**src/rtl/gray_pkg.sv**
```systemverilog
// Shared Gray-code helpers and default pointer width for the Gray-pointer FIFO blocks.
package gray_pkg;

  localparam int unsigned ADDR_W_DEFAULT = 4;

  function automatic logic [31:0] bin2gray(input logic [31:0] b);
    return b ^ (b >> 1);
  endfunction

  // Each binary bit is the XOR of all Gray bits at or above it.
  function automatic logic [31:0] gray2bin(input logic [31:0] g);
    logic [31:0] b;
    b[31] = g[31];
    for (int i = 30; i >= 0; i--) begin
      b[i] = b[i+1] ^ g[i];
    end
    return b;
  endfunction

endpackage

```
**src/rtl/gray_sync2.sv**
```systemverilog
// Two-flop synchroniser for a Gray-coded pointer crossing into the local clock domain.
module gray_sync2 #(
  parameter int unsigned W = 5
) (
  input  logic         clk,
  input  logic         reset,
  input  logic [W-1:0] d,
  output logic [W-1:0] q
);

  logic [W-1:0] meta;

  always_ff @(posedge clk or negedge reset) begin
    if (!reset) begin
      meta <= '0;
      q    <= '0;
    end else begin
      meta <= d;
      q    <= meta;
    end
  end

endmodule

```
**src/rtl/gray_wptr_full.sv**
```systemverilog
// FIFO write-side pointer with Gray-coded output and registered full flag.
// Define GRAY_WPTR_ALMOST_FULL_EN to add the registered almost_full_o output.
module gray_wptr_full
  import gray_pkg::*;
#(
  parameter int unsigned ADDR_W = ADDR_W_DEFAULT,
  parameter int unsigned AF_TH  = 1
) (
  input  logic              clk,
  input  logic              reset,
  input  logic              wr_en_i,
  input  logic [ADDR_W:0]   rd_gray_i,
  output logic              wr_ack_o,
  output logic [ADDR_W-1:0] wr_addr_o,
  output logic [ADDR_W:0]   wr_gray_o,
  output logic              full_o
`ifdef GRAY_WPTR_ALMOST_FULL_EN
  ,
  output logic              almost_full_o
`endif
);

  localparam int unsigned PW = ADDR_W + 1;

  if (ADDR_W < 2 || AF_TH >= (1 << ADDR_W)) begin : g_param_check
    $error("gray_wptr_full: ADDR_W must be >= 2 and AF_TH below the FIFO depth");
  end

  logic [ADDR_W:0] wbin;
  logic [ADDR_W:0] wbin_next;
  logic [ADDR_W:0] gray_next;
  logic [ADDR_W:0] rq2_gray;
  logic [ADDR_W:0] full_pattern;
  logic            full_next;

  gray_sync2 #(.W(PW)) u_rd_sync (
    .clk   (clk),
    .reset (reset),
    .d     (rd_gray_i),
    .q     (rq2_gray)
  );

  // Ack is combinational so the producer learns acceptance in the same cycle.
  assign wr_ack_o  = wr_en_i & ~full_o & reset;
  assign wbin_next = wbin + PW'(wr_ack_o);
  assign gray_next = PW'(bin2gray(32'(wbin_next)));
  assign wr_addr_o = wbin[ADDR_W-1:0];

  // Full when the writer is exactly one lap ahead: top two Gray bits inverted.
  assign full_pattern = {~rq2_gray[ADDR_W:ADDR_W-1], rq2_gray[ADDR_W-2:0]};
  assign full_next    = (gray_next == full_pattern);

  always_ff @(posedge clk or negedge reset) begin
    if (!reset) begin
      wbin      <= '0;
      wr_gray_o <= '0;
      full_o    <= 1'b0;
    end else begin
      wbin      <= wbin_next;
      wr_gray_o <= gray_next;
      full_o    <= full_next;
    end
  end

`ifdef GRAY_WPTR_ALMOST_FULL_EN
  logic [ADDR_W:0] rq2_bin;
  logic [ADDR_W:0] fill_next;
  logic            almost_full_next;

  assign rq2_bin          = PW'(gray2bin(32'(rq2_gray)));
  assign fill_next        = wbin_next - rq2_bin;
  assign almost_full_next = (fill_next >= PW'((1 << ADDR_W) - AF_TH));

  always_ff @(posedge clk or negedge reset) begin
    if (!reset) begin
      almost_full_o <= 1'b0;
    end else begin
      almost_full_o <= almost_full_next;
    end
  end
`endif

endmodule

```
**config.mk**
```make
export PLATFORM = sky130hd
export DESIGN_NAME = gray_wptr_full
export DESIGN_NICKNAME = d
export VERILOG_FILES = /design/src/rtl/gray_pkg.sv /design/src/rtl/gray_sync2.sv /design/src/rtl/gray_wptr_full.sv
export SDC_FILE = /design/constraint.sdc
export NUM_CORES = 1
export LEC_CHECK = 0
export CORE_MARGIN = 2
export CORE_UTILIZATION = 41
export DETAILED_ROUTE_END_ITERATION = 10
export PLACE_DENSITY_LB_ADDON = 0.3
export SYNTH_ARGS = -nofsm -noshare
export SYNTH_HDL_FRONTEND = slang
export SYNTH_HIERARCHICAL = 1
export SYNTH_SLANG_ARGS = --single-unit
```
**constraint.sdc**
```tcl
create_clock -name clk -period 2.35 [get_ports clk]
set_input_delay 0.47 -clock clk [delete_from_list [all_inputs] [get_ports clk]]
set_output_delay 0.47 -clock clk [all_outputs]
set_load 0.05 [all_outputs]
```
==> flow_metrics.env <==
export IMPL_status="finished clean"
export IMPL_synth_xor_area_share_pct=15.0
export IMPL_path_common_cell="ha_4"
export IMPL_wire_per_inst_um=12.8
export IMPL_drv_slew=0
export IMPL_synth_seq_cells=20
export IMPL_pin_count=19
export IMPL_clk_latency_ns=0.29
export IMPL_powerDensity_mw_per_mm2=1410
export IMPL_synthArstFlopShare_pct=100
export IMPL_slew_headroom_pct=66.6
export IMPL_drt_initial_drc_count=8
export IMPL_start_kind="primary input"
export IMPL_yosysWarnings=6
export IMPL_synth_distinct_cells=17
export IMPL_worstHoldPathType="in -> async"
export IMPL_dr_pass1_iters=4
export IMPL_avgSynthCellArea_um2=14.6
export IMPL_path_buf_inv=1
export IMPL_maxCapViolCount=0
export IMPL_grt_pass1_vias=510
export IMPL_dieArea_mm2=0.00221
export IMPL_n_antenna_cell=0
export IMPL_yosys_area_share_simple_pct=10.5
export IMPL_hold_viol_final=0
export IMPL_netlist_instances=52
export IMPL_area_delta_synth_final_pct=50.4
export IMPL_synthFlopType="dfrtp_1"
export IMPL_gp_congestion=0.718
export IMPL_postPlaceCellArea_mm2=0.00108
export IMPL_fin_skew_ns=0.00675
export IMPL_final_fill_count=143
export IMPL_crit_chain="dlygate4sd2_1, and3b_4, ha_4, ha_4, and4b_1, o21ai_2, and3_4, or4_4, a221oi_2"
export IMPL_drt_total_wl_um=1400
export IMPL_fp_dieH_um=47.0
export IMPL_synth_net_count=62
export IMPL_synth_fa_ha_area_share_pct=3.29
export IMPL_yosys_area_top_type_share_pct=65.9
export IMPL_row_count=15
export IMPL_rsz0062_at_grt="true"
export IMPL_setup_worst_path_end_class="flop"
export IMPL_syn_area_um2=759
export IMPL_cp_arrival_ns=2.50
export IMPL_gr_usage_all_layers_pct=14.3
export IMPL_overflow=0
export IMPL_cts_tree="done"
export IMPL_synth_top_family_by_area="XOR/XNOR gates"
export IMPL_final_nets=96
export IMPL_ir_drop_mv=0.895
export IMPL_synth_area_top_cells="dfrtp_1 (66%), xor2_1 (8.1%), xnor2_1 (6.9%), ha_1 (3.3%), nand3_1 (2.0%)"
export IMPL_cp_max_fo=3
export IMPL_crit_type="in -> reg"
export IMPL_period_minus_slack_ns=2.29
export IMPL_required_ns=2.56
export IMPL_clk_pin_slew_ns=0.11
export IMPL_drc_errors=0
export IMPL_p_leak_nw=0.489
export IMPL_grt_pass1_wl_um=2130
export IMPL_yosysMostFrequentCell="dfrtp_1"
export IMPL_root_buffer="clkbuf_4"
export IMPL_cts_hold_buffers=0
export IMPL_tightestPinTransition_ns=0.499
export IMPL_io_buffers=18
export IMPL_vias_per_cell=4.72
export IMPL_post_dp_hpwl_um=1050
export IMPL_synth_edf_count=0
export IMPL_dieWidth_um=47.0
export IMPL_cts_inserted_buffers=3
export IMPL_max_stage_delay_ns=0.51
export IMPL_initial_utilization_pct=44.0
export IMPL_core_mm2=0.00173
export IMPL_vias=519
export IMPL_synth_area_leader_cell="dfrtp_1"
export IMPL_clock_fmax_mhz=437
export IMPL_synthTopCellsByCount="dfrtp_1 (20), xor2_1 (7), xnor2_1 (6), nand2_1 (3), nand3_1 (3)"
export IMPL_power_mw=1.61
export IMPL_setup_viol=0
export IMPL_cts_htree_levels=1
export IMPL_synth_area_mux_share_pct=0
export IMPL_grt_max_degree=21
export IMPL_synth_compound_area_share_pct=5.27
export IMPL_drive_above_1_share_pct=30.6
export IMPL_path_delay_family="simple AND/OR/NAND/NOR gates"
export IMPL_seq_area_frac_synth_pct=65.9
export IMPL_final_area_mm2=0.00114
export IMPL_finalCritPeriodShare_pct=97.3
export IMPL_ant_nets=0
export IMPL_cp_slowest_cell="or4_4"
export IMPL_clockBufferDepth=2
export IMPL_antenna_found_initial=0
export IMPL_clock_sinks=20
==> metrics by stage <==
stage	setup WS [ns]	instances	util [%]	hold slack (ns)	setup TNS [ns]
3_5_place_dp	-0.449	103	62.7	0.336	-0.449
3_3_place_gp	-0.430	103	62.7	0.332	-0.430
6_report	0.0625	110	66.2	0.267	0
2_1_floorplan	-0.202	52	-	0.174	-0.202
4_1_cts	-0.00130	108	65.3	0.277	-0.00130
5_1_grt	-0.0186	110	66.2	0.294	-0.0186
==> final timing paths <==
path / to / start / slack (ns) / depth (start not counted)
hold / removal: wr_gray_o[3] / reset / 0.27 / 2
setup / recovery: full_o / wr_en_i / 0.06 / 9
min in group clk: u_rd_sync/q[4] / u_rd_sync/meta[4] / 0.36 / 0
setup reg to reg: full_o / full_o / 0.06 / 8
max in group asynchronous: full_o / reset / 1.87 / 2
hold reg to reg: u_rd_sync/q[4] / u_rd_sync/meta[4] / 0.36 / 0
==> sequential cells by signal, indices dropped and copies added (netlist names) <==
register        cells
full_o              1
u_rd_sync/meta      5
u_rd_sync/q         5
wbin                5
wr_gray_o           4
==> layer usage <==
metal  up-vias  track usage [%]  part of all wire (%)
met5         -                0                     0
met4         0             6.67                   1.4
met3         4             2.31                   5.3
met2        21             23.8                    49
met1       251             18.1                    44
li1        243                -                     -
==> timing repair <==
item,CTS,global route
setup buffers,1,2
resized for setup,3,0
pin swaps,5,3
setup endpoints to repair,1,1
==> cells in the final DEF, fill, tap and decap left out <==
cell type        instances
dfrtp_1                 19
clkdlybuf4s50_1         15
buf_4                   10
xor2_1                   7
xnor2_1                  6
nand3_1                  3
nand2_1                  3
clkbuf_4                 3
ha_4                     2
dlygate4sd2_1            2
and3b_4                  1
a21boi_2                 1
and4b_1                  1
o21ai_2                  1
nand2b_1                 1
and3_4                   1
a21oi_2                  1
o211ai_1                 1
or4_4                    1
or3_1                    1
a221oi_2                 1
clkbuf_8                 1
dfrtp_2                  1
buf_12                   1
buf_6                    1
==> logic make-up (layout without fill, tap and decap cells) <==
group / after synthesis / after routing
xor gates and xnor gates: 13 / 13
adders and majority gates: 2 / 2
and+or+nand+nor: 12 / 12
DFF: 20 / 20
AOI/OAI and AO/OA: 5 / 5
buffers and inverters: 0 / 33
==> where the power goes <==
part | switching [mW] | internal (mW)
registers | 0.0917 | 0.439
logic | 0.516 | 0.372
clock network | 0.101 | 0.0943
==> final cells by class <==
cell class,count,area [µm²],share of cell area [%]
Timing Repair Buffer,29,274,24.0
Multi-Input combinational cell,32,299,26.2
Clock buffer,4,36.3,3.18
Sequential cell,20,502,43.9
Tap cell,25,31.3,2.74
Note: power is estimated with default switching activity, not from simulation.
